### config.mk
export PLATFORM = sky130hd
export DESIGN_NAME = uart_mmio_device
export DESIGN_NICKNAME = d
export VERILOG_FILES = /design/src/rtl/uart_pkg.sv /design/src/rtl/uart_byte_fifo.sv /design/src/rtl/uart_mmio_device.sv
export SDC_FILE = /design/constraint.sdc
export NUM_CORES = 1
export LEC_CHECK = 0
export ABC_AREA = 0
export CAP_MARGIN = 20
export CORE_MARGIN = 10
export CORE_UTILIZATION = 25
export DETAILED_ROUTE_END_ITERATION = 6
export SLEW_MARGIN = 10
export SYNTH_ARGS = -nofsm -noshare
export SYNTH_HDL_FRONTEND = slang
export SYNTH_HIERARCHICAL = 1
export SYNTH_SLANG_ARGS = --single-unit
### constraint.sdc
create_clock -name clk -period 3.7 [get_ports clk]
set_input_delay 1.11 -clock clk [delete_from_list [all_inputs] [get_ports clk]]
set_output_delay 1.11 -clock clk [all_outputs]
set_load 0.02 [all_outputs]
### src/rtl/uart_pkg.sv
// rtl/uart_pkg.sv - UART register map, status bit positions, FSM states and divisor helper
package uart_pkg;

    localparam logic [2:0] UART_REG_DATA   = 3'd0;
    localparam logic [2:0] UART_REG_STATUS = 3'd5;

    localparam int UART_ST_DR   = 0;
    localparam int UART_ST_OE   = 1;
    localparam int UART_ST_FE   = 3;
    localparam int UART_ST_THRE = 5;
    localparam int UART_ST_TEMT = 6;

    typedef enum logic [1:0] {TX_IDLE, TX_START, TX_DATA, TX_STOP} uart_tx_state_t;
    typedef enum logic [1:0] {RX_IDLE, RX_START, RX_DATA, RX_STOP} uart_rx_state_t;

    function automatic int uart_div(input int clk_freq, input int baud);
        return (clk_freq + baud / 2) / baud;
    endfunction

endpackage

### src/rtl/uart_byte_fifo.sv
// rtl/uart_byte_fifo.sv - synchronous byte FIFO; push is accepted when full only if a pop happens too
module uart_byte_fifo #(
    parameter int DEPTH = 4
) (
    input  logic       clk,
    input  logic       rst_n,
    input  logic       push,
    input  logic       pop,
    input  logic [7:0] wdata,
    output logic [7:0] head,
    output logic       full,
    output logic       empty
);

    localparam int AW = $clog2(DEPTH);

    logic [7:0]    mem [DEPTH];
    logic [AW-1:0] wr_ptr;
    logic [AW-1:0] rd_ptr;
    logic [AW:0]   count;
    logic          do_push;
    logic          do_pop;

    assign full    = (count == (AW+1)'(DEPTH));
    assign empty   = (count == '0);
    assign do_pop  = pop && !empty;
    assign do_push = push && (!full || pop);
    assign head    = mem[rd_ptr];

    always_ff @(posedge clk or negedge rst_n) begin
        if (!rst_n) begin
            wr_ptr <= '0;
            rd_ptr <= '0;
            count  <= '0;
        end else begin
            if (do_push) wr_ptr <= wr_ptr + 1'b1;
            if (do_pop)  rd_ptr <= rd_ptr + 1'b1;
            case ({do_push, do_pop})
                2'b10:   count <= count + 1'b1;
                2'b01:   count <= count - 1'b1;
                default: count <= count;
            endcase
        end
    end

    always_ff @(posedge clk) begin
        if (do_push) mem[wr_ptr] <= wdata;
    end

endmodule

### src/rtl/uart_mmio_device.sv
// rtl/uart_mmio_device.sv - device-side UART: THR + TX shifter, RX deserialiser into FIFO, DATA/STATUS registers
module uart_mmio_device
    import uart_pkg::*;
#(
    parameter int CLK_FREQ      = 90_000_000,
    parameter int BAUD          = 1_152_000,
    parameter int RX_FIFO_DEPTH = 4
) (
    input  logic       clk,
    input  logic       rst_n,
    input  logic       rxd,
    output logic       txd,
    input  logic       bus_req,
    input  logic       bus_we,
    input  logic [2:0] bus_addr,
    input  logic [7:0] bus_wdata,
    output logic [7:0] bus_rdata,
    output logic       bus_ack
);

    localparam int DIV = uart_div(CLK_FREQ, BAUD);
    localparam int TW  = $clog2(DIV);
    localparam logic [TW-1:0] BIT_RELOAD  = TW'(DIV - 1);
    localparam logic [TW-1:0] HALF_RELOAD = TW'(DIV / 2 - 1);

    uart_tx_state_t tx_state;
    logic [TW-1:0]  tx_timer;
    logic [2:0]     tx_bit;
    logic [7:0]     tx_shift;
    logic [7:0]     thr;
    logic           thr_full;
    logic           tx_tick;
    logic           thr_take;

    uart_rx_state_t rx_state;
    logic [TW-1:0]  rx_timer;
    logic [2:0]     rx_bit;
    logic [7:0]     rx_shift;
    logic           rx_s1, rx_s2, rx_prev;
    logic           rx_tick, stop_sample;

    logic [7:0] fifo_head, status, rd_value;
    logic       fifo_full, fifo_empty, fifo_push, fifo_pop;
    logic       oe, fe, set_oe, set_fe, stat_clr, wr_data, accept;

    assign tx_tick  = (tx_timer == '0);
    assign thr_take = thr_full && (tx_state == TX_IDLE || (tx_state == TX_STOP && tx_tick));

    // txd is registered and updated alongside each state change so it never glitches
    always_ff @(posedge clk or negedge rst_n) begin
        if (!rst_n) begin
            tx_state <= TX_IDLE;
            tx_timer <= '0;
            tx_bit   <= '0;
            tx_shift <= '0;
            txd      <= 1'b1;
        end else if (tx_state == TX_IDLE) begin
            if (thr_full) begin
                tx_shift <= thr;
                tx_timer <= BIT_RELOAD;
                tx_state <= TX_START;
                txd      <= 1'b0;
            end
        end else if (!tx_tick) begin
            tx_timer <= tx_timer - 1'b1;
        end else begin
            tx_timer <= BIT_RELOAD;
            if (tx_state == TX_START) begin
                tx_state <= TX_DATA;
                tx_bit   <= '0;
                txd      <= tx_shift[0];
            end else if (tx_state == TX_DATA) begin
                tx_shift <= tx_shift >> 1;
                if (tx_bit == 3'd7) begin
                    tx_state <= TX_STOP;
                    txd      <= 1'b1;
                end else begin
                    tx_bit <= tx_bit + 1'b1;
                    txd    <= tx_shift[1];
                end
            end else if (thr_full) begin
                tx_shift <= thr;
                tx_state <= TX_START;
                txd      <= 1'b0;
            end else begin
                tx_state <= TX_IDLE;
                txd      <= 1'b1;
            end
        end
    end

    assign rx_tick     = (rx_timer == '0);
    assign stop_sample = (rx_state == RX_STOP) && rx_tick;
    assign fifo_push   = stop_sample && rx_s2;
    assign set_oe      = stop_sample && rx_s2 && fifo_full && !fifo_pop;
    assign set_fe      = stop_sample && !rx_s2;

    always_ff @(posedge clk or negedge rst_n) begin
        if (!rst_n) begin
            rx_s1    <= 1'b1;
            rx_s2    <= 1'b1;
            rx_prev  <= 1'b1;
            rx_state <= RX_IDLE;
            rx_timer <= '0;
            rx_bit   <= '0;
            rx_shift <= '0;
        end else begin
            rx_s1   <= rxd;
            rx_s2   <= rx_s1;
            rx_prev <= rx_s2;
            if (rx_state == RX_IDLE) begin
                if (rx_prev && !rx_s2) begin
                    rx_state <= RX_START;
                    rx_timer <= HALF_RELOAD;
                end
            end else if (!rx_tick) begin
                rx_timer <= rx_timer - 1'b1;
            end else begin
                rx_timer <= BIT_RELOAD;
                if (rx_state == RX_START) begin
                    rx_state <= rx_s2 ? RX_IDLE : RX_DATA;
                    rx_bit   <= '0;
                end else if (rx_state == RX_DATA) begin
                    rx_shift <= {rx_s2, rx_shift[7:1]};
                    rx_bit   <= rx_bit + 1'b1;
                    if (rx_bit == 3'd7) rx_state <= RX_STOP;
                end else begin
                    rx_state <= RX_IDLE;
                end
            end
        end
    end

    uart_byte_fifo #(.DEPTH(RX_FIFO_DEPTH)) u_rx_fifo (
        .clk   (clk),
        .rst_n (rst_n),
        .push  (fifo_push),
        .pop   (fifo_pop),
        .wdata (rx_shift),
        .head  (fifo_head),
        .full  (fifo_full),
        .empty (fifo_empty)
    );

    always_comb begin
        status                 = 8'h00;
        status[UART_ST_DR]     = !fifo_empty;
        status[UART_ST_OE]     = oe;
        status[UART_ST_FE]     = fe;
        status[UART_ST_THRE]   = !thr_full;
        status[UART_ST_TEMT]   = !thr_full && (tx_state == TX_IDLE);
    end

    always_comb begin
        rd_value = 8'h00;
        if (!bus_we) begin
            if (bus_addr == UART_REG_DATA && !fifo_empty) rd_value = fifo_head;
            else if (bus_addr == UART_REG_STATUS)         rd_value = status;
        end
    end

    // the !bus_ack guard keeps a request still high in its ack cycle from being taken twice
    assign wr_data  = bus_we && (bus_addr == UART_REG_DATA);
    assign accept   = bus_req && !bus_ack && !(wr_data && thr_full);
    assign fifo_pop = accept && !bus_we && (bus_addr == UART_REG_DATA) && !fifo_empty;
    assign stat_clr = accept && !bus_we && (bus_addr == UART_REG_STATUS);

    always_ff @(posedge clk or negedge rst_n) begin
        if (!rst_n) begin
            bus_ack   <= 1'b0;
            bus_rdata <= 8'h00;
            thr       <= 8'h00;
            thr_full  <= 1'b0;
            oe        <= 1'b0;
            fe        <= 1'b0;
        end else begin
            bus_ack   <= accept;
            bus_rdata <= accept ? rd_value : 8'h00;
            if (accept && wr_data) begin
                thr      <= bus_wdata;
                thr_full <= 1'b1;
            end else if (thr_take) begin
                thr_full <= 1'b0;
            end
            oe <= set_oe || (oe && !stat_clr);
            fe <= set_fe || (fe && !stat_clr);
        end
    end

endmodule

==> results of run 1 <==
-- layout make-up --
| class | count | area, µm² | area share |
|---|---|---|---|
| Clock buffer | 12 | 260 | 0.0474 |
| Clock inverter | 4 | 52.6 | 0.00957 |
| Inverter | 18 | 67.6 | 0.0123 |
| Multi-Input combinational cell | 215 | 1800 | 0.327 |
| Sequential cell | 103 | 2740 | 0.499 |
| Tap cell | 229 | 287 | 0.0522 |
| Timing Repair Buffer | 30 | 285 | 0.0519 |
-- flip-flops by register name, indices dropped and copies added (netlist names) --
register	cells
bus_ack	1
bus_rdata	8
fe	1
oe	1
rx_bit	3
rx_prev	1
rx_s1	1
rx_s2	1
rx_shift	8
rx_state	2
rx_timer	7
thr	8
thr_full	1
tx_bit	3
tx_shift	8
tx_state	2
tx_timer	7
txd	1
u_rx_fifo/count	3
u_rx_fifo/mem	32
u_rx_fifo/rd_ptr	2
u_rx_fifo/wr_ptr	2
-- synthesized netlist by cell type (all sizes together), types with 2 or more instances --
cell type / instances / area share
a211oi: 2 / 0.0032
a21o: 2 / 0.0032
a21oi: 7 / 0.0075
a22o: 4 / 0.0075
a2bb2oi: 7 / 0.013
a31oi: 4 / 0.0054
and2: 8 / 0.012
buf: 5 / 0.0062
clkbuf: 6 / 0.0048
dfrtp: 67 / 0.36
dfstp: 4 / 0.023
edfxtp: 32 / 0.21
ha: 21 / 0.056
inv: 18 / 0.015
mux2: 25 / 0.068
mux2i: 2 / 0.0043
mux4: 8 / 0.039
nand2: 18 / 0.015
nand2b: 4 / 0.0054
nand3: 3 / 0.0032
nor2: 16 / 0.013
nor2b: 6 / 0.0081
nor3: 9 / 0.0097
nor3b: 2 / 0.0043
nor4: 3 / 0.0040
o21a: 3 / 0.0064
o21ai: 14 / 0.015
o22a: 2 / 0.0038
o22ai: 9 / 0.013
o31ai: 2 / 0.0032
o32ai: 2 / 0.0038
or3: 5 / 0.0067
or3b: 4 / 0.0081
or4: 2 / 0.0032
xnor2: 4 / 0.0075
xor2: 6 / 0.011
-- metal layers --
| metal | global-route usage | up-vias |
|---|---|---|
| met3 | 0.0178 | 13 |
| met5 | 0 | - |
| met1 | 0.0954 | 1365 |
| met2 | 0.109 | 39 |
| met4 | 0.0369 | 0 |
| li1 | - | 1335 |
-- kinds of logic after synthesis --
family          Yosys count  share of synthesized area
compound gates           65                     0.0994
xor+xnor                 10                     0.0188
fa+ha+maj                22                     0.0607
buf+inv                  29                     0.0255
flops                   103                      0.589
mux                      35                      0.111
simple gates             83                     0.0962
-- cell usage in the layout, fill, tap and decap left out, types with 2 or more instances in the layout --
| cell | n |
|---|---|
| and2_2 | 4 |
| dfstp_2 | 4 |
| o22a_1 | 2 |
| nor4_1 | 3 |
| a31oi_1 | 4 |
| mux2_2 | 16 |
| xnor2_1 | 4 |
| nand3_1 | 3 |
| mux4_2 | 8 |
| clkbuf_16 | 9 |
| nand2b_1 | 4 |
| dfrtp_1 | 67 |
| or3_1 | 5 |
| inv_1 | 18 |
| edfxtp_1 | 32 |
| o32ai_1 | 2 |
| mux2i_1 | 2 |
| and2_1 | 4 |
| a22o_1 | 4 |
| nor2_1 | 16 |
| nor3_1 | 9 |
| nand2_1 | 18 |
| a2bb2oi_1 | 7 |
| clkdlybuf4s50_1 | 24 |
| o21a_1 | 2 |
| o21ai_0 | 14 |
| or3b_2 | 2 |
| ha_1 | 21 |
| nor2b_1 | 6 |
| buf_4 | 6 |
| o22ai_1 | 8 |
| a21o_1 | 2 |
| xor2_1 | 6 |
| mux2_4 | 9 |
| clkbuf_8 | 2 |
| a21oi_1 | 7 |
| or4_1 | 2 |
| o31ai_1 | 2 |
| a211oi_1 | 2 |
-- power breakdown --
group          total [mW]  internal, mW  switching [mW]
logic               0.453         0.262           0.191
clock network       0.971         0.571           0.400
registers            1.41          1.28           0.138
total                2.84          2.11           0.729
-- worst max-delay path: stages --
cell	delay [ps]
clkdlybuf4s50_1	480
or3b_2	470
nor3b_1	300
buf_4	230
o21a_4	140
inv_1	40
ha_1	210
inv_1	70
fa_1	180
xor2_1	140
nor2_1	60
xor2_1	130
-- final timing paths --
path                                         start                              to  cells after the start
max                                        bus_req  u_rx_fifo/count[2]$_DFFE_PN0P_                     12
min                                rx_s1$_DFF_PN1_                 rx_s2$_DFF_PN1_                      0
max reg2reg                rx_timer[0]$_DFFE_PN0P_         rx_shift[2]$_DFFE_PN0P_                      6
min reg2reg                        rx_s1$_DFF_PN1_                 rx_s2$_DFF_PN1_                      0
max in group asynchronous                    rst_n         tx_shift[0]$_DFFE_PN0P_                      1
min in group asynchronous                    rst_n           rx_bit[1]$_DFFE_PN0P_                      1
==> impl_metrics.yaml, run 1 <==
clock_tree:
  post_cts_resized: 0
  path_clk_slew_ps: 70
  numCtsBuffers: 9
  insertion_delay_ps: 340
  post-cts-setup-buffers: 0
  tritoncts: "yes"
  cts_root_buf: "clkbuf_16"
  clkSinkCount: 103
  htree_levels: 3
  cts-hold-fix-buffers: 0
  clk_path_buf_depth: 2
synthesis:
  ys_types: 56
  ys_seq_area_frac: 0.589
  synth_edf_count: 32
  synth_seq_cells: 103
  netlist_instances: 347
  syn_area_um2: 4660
  ys.warnings.count: 6
  avgSynthCellArea_um2: 13.4
  synthFlopType: "dfrtp_1"
  async_flop_share: 0.689
  syn-num-nets: 385
finish:
  fillCellCount: 1787
  final_util: 0.303
  synthToLayoutAreaGrowth_pct: 17.9
  num_antenna_cells: 0
  nets: 415
  stdcell_count: 611
  final_area_um2: 5490
  final_layout_size_suffix_gt1_frac: 0.186
timing:
  finalSetupViolCount: 0
  min_period_over_period: 0.902
  slew_violations: 0
  fin_skew_ps: 7.84
  period_needed_ps: 3340
  worstMarginPinSlew_ps: 923
  tns_ps: 0
  slew-limit-headroom: 0.385
  hold_viol_final: 0
  setup_ws_ps: 364
  rsz0062_at_grt: "no"
  fmax_mhz: 300
  whs_ps: 361
worst_setup_path:
  crit_arrival_ps: 3570
  startpoint_type: "primary input"
  endpoint_kind: "register"
  crit_type: "in -> reg"
  path_max_fanout: 10
  worstPathRequired_ps: 3930
  worst-r2r-setup-slack_ps: 990
routing:
  wl_um: 8550
  wl_met1_um: 4320
  firstDrtPassIters: 4
  viasPerCell: 4.50
  wl_per_cell_um: 14.0
  drt_first_iter_violations: 137
  vias: 2752
  antenna_left: 0
  drc: 0
  route.met2.wl_um: 3820
  dr.max_layer_used: "met4"
  route.met3.wl_um: 296
grt:
  grt_pass1_wl_um: 14400
  grt_antenna_before_repair: 0
  grt_max_degree: 72
  grt_overflow: 0
  grt_pass1_vias: 2836
  grtUsageTotal: 0.0727
run:
  drv_cap: 0
worst_hold_path:
  hold_path.class: "reg -> reg"
place:
  dpl.hpwl_um: 6110
  dp_worst_setup_slack_ps: -10.9
  place_congestion: 0.774
  placed_area_um2: 5180
  place.port_buffers: 25
  placed_cells_incl_taps: 595
floorplan:
  io_pins: 26
  die_w_um: 157
  fp.dieH_um: 157
  dieArea_um2: 24500
  row_count: 49
  coreArea_um2: 18100
  start_util: 0.257
pwr:
  power.density_nw_per_um2: 517
  ir_drop_v: 0.000176
  p_leak_nw: 2.33
  p_total_mw: 2.84
run_status:
  outcome: "finished clean"
Power figures use the tool's default switching activity.
==> run 2, diff against run 1 <==
- CAP_MARGIN: 20 -> 5
- GPL_ROUTABILITY_DRIVEN: not set -> 0
==> results of run 2 <==
Same layout as run 1: the final DEF is identical, and so are final timing and power.
==> run 3, diff against run 2 <==
- CTS_CLUSTER_SIZE: not set -> 24
- clock period: 3.7 -> 4.3 ns (I/O delays scaled with it)
==> run 3 against run 2 <==
Net effect: core utilization fell by 0.41 points; critical path depth did not move; power fell by 18%; count of clock-buffer cells in the layout rose by 1; final cell count fell by 0.49%; sequential share of layout area rose by 0.68 points; flip-flop and latch count did not move; worst setup slack improved by 340 ps; first-iteration DRC count fell by 22%; routed wire length rose by 0.19%; final area fell by 1.3%; sequential power fell by 13%.
==> impl_metrics.yaml, run 3 (synthesized netlist as in run 1, its figures left out) <==
place:
  dpl.hpwl_um: 6120
  placed_area_um2: 5160
  placed_cells_incl_taps: 592
  place.port_buffers: 25
routing:
  wl_um: 8570
  drt_first_iter_violations: 107
  vias: 2709
  wl_per_cell_um: 14.1
  antenna_left: 0
  drc: 0
  viasPerCell: 4.46
  firstDrtPassIters: 4
worst_setup_path:
  startpoint_type: "primary input"
  endpoint_kind: "register"
  crit_type: "in -> reg"
  cp-endpoint: "u_rx_fifo/count[2]$_DFFE_PN0P_"
  cp-startpoint: "bus_req"
  crit_arrival_ps: 3830
  worst-r2r-setup-slack_ps: 1380
  worstPathRequired_ps: 4530
  path_max_fanout: 10
  worstReg2RegStart: "rx_timer[0]$_DFFE_PN0P_"
  ff2ff_path_depth: 14
  worst_r2r_endpoint: "u_rx_fifo/count[2]$_DFFE_PN0P_"
floorplan:
  row_count: 49
  io_pins: 26
  die_w_um: 157
  start_util: 0.257
  dieArea_um2: 24500
  coreArea_um2: 18100
  fp.dieH_um: 157
finish:
  top_register: "u_rx_fifo/mem"
  nets: 412
  largest_register_ffs: 32
  final_layout_size_suffix_gt1_frac: 0.166
  final_common_cell: "dfrtp_1"
  final_util: 0.299
  final_area_um2: 5420
  num_antenna_cells: 0
  final_cell_mix: "67 x dfrtp_1, 32 x edfxtp_1, 24 x clkdlybuf4s50_1"
  stdcell_count: 608
  synthToLayoutAreaGrowth_pct: 16.3
timing:
  rsz0062_at_grt: "no"
  fin_skew_ps: 7.99
  fmax_mhz: 278
  tns_ps: 0
  finalSetupViolCount: 0
  period_needed_ps: 3600
  min_period_over_period: 0.837
  hold_viol_final: 0
  worstMarginPinSlew_ps: 899
  whs_ps: 360
  slew_violations: 0
  slew-limit-headroom: 0.401
pwr:
  ir_drop_v: 0.000155
  p_leak_nw: 2.28
  power.density_nw_per_um2: 432
worst_hold_path:
  hold_path.class: "reg -> reg"
grt:
  grt_overflow: 0
  grt_pass1_wl_um: 14800
  grt_max_degree: 72
  grt_antenna_before_repair: 0
  grt_pass1_vias: 2883
  grtUsageTotal: 0.0748
clock_tree:
  htree_levels: 3
  tritoncts: "yes"
  post-cts-setup-buffers: 0
  clk_path_buf_depth: 2
  cts-hold-fix-buffers: 0
  insertion_delay_ps: 350
  path_clk_slew_ps: 70
  clkSinkCount: 103
  numCtsBuffers: 9
  cts_root_buf: "clkbuf_16"
  post_cts_resized: 0
run:
  drv_cap: 0
run_status:
  outcome: "finished clean"
==> run 3: cell count changes in the layout (fill, tap and decap cells not counted), sizes merged <==
| cell | delta |
|---|---|
| bufinv | -1 |
| inv | -1 |
| clkinv | +1 |
| clkbuf | +1 |
| buf | -3 |
==> run 3: how the worst min path moves through the flow <==
stage	startpoint	to	cells after the start	slack, ps
after floorplan	rx_s1$_DFF_PN1_	rx_s2$_DFF_PN1_	0	350
after global placement	rx_s1$_DFF_PN1_	rx_s2$_DFF_PN1_	0	350
after detailed placement	rx_s1$_DFF_PN1_	rx_s2$_DFF_PN1_	0	350
after CTS	rx_s1$_DFF_PN1_	rx_s2$_DFF_PN1_	0	360
after global routing	rx_s1$_DFF_PN1_	rx_s2$_DFF_PN1_	0	360
final	rx_s1$_DFF_PN1_	rx_s2$_DFF_PN1_	0	360
==> run 3: layer usage <==
layer  global-route usage  share of wire  vias to the layer above
li1                     -              -                     1328
met1               0.0955           0.49                     1335
met2                0.114           0.46                       32
met3               0.0200          0.035                       14
met4               0.0378          0.021                        0
met5                    0              0                        -
==> run 3: through the flow <==
| step | setup WS, ps | power [mW] |
|---|---|---|
| CTS | 710 | 2.37 |
| detailed placement | 342 | 1.63 |
| floorplan | 499 | 1.52 |
| global placement | 376 | 1.62 |
| finish | 702 | 2.34 |
| global route | 524 | 2.48 |
==> run 3: where the power goes <==
part | internal, mW | total, mW | switching, mW
registers | 1.10 | 1.22 | 0.120
logic | 0.224 | 0.389 | 0.165
clock network | 0.393 | 0.732 | 0.338
==> run 3: area by class of cell <==
| class | count | area (µm²) |
|---|---|---|
| tap | 229 | 287 |
| sequential | 103 | 2740 |
| inverter | 18 | 67.6 |
| clock buffer | 13 | 240 |
| multi-input combinational | 215 | 1800 |
| fill | 1808 | 12700 |
| clock inverter | 3 | 21.3 |
| timing repair buffer | 27 | 263 |
==> run 3: critical path, stage by stage <==
cell and delay [ps]:
clkdlybuf4s50_1 480, or3b_2 480, nor3b_1 280, buf_4 230, o21a_4 180, inv_1 50
ha_1 220, inv_1 70, fa_1 190, xor2_1 150, nor2_1 70, xor2_1 140
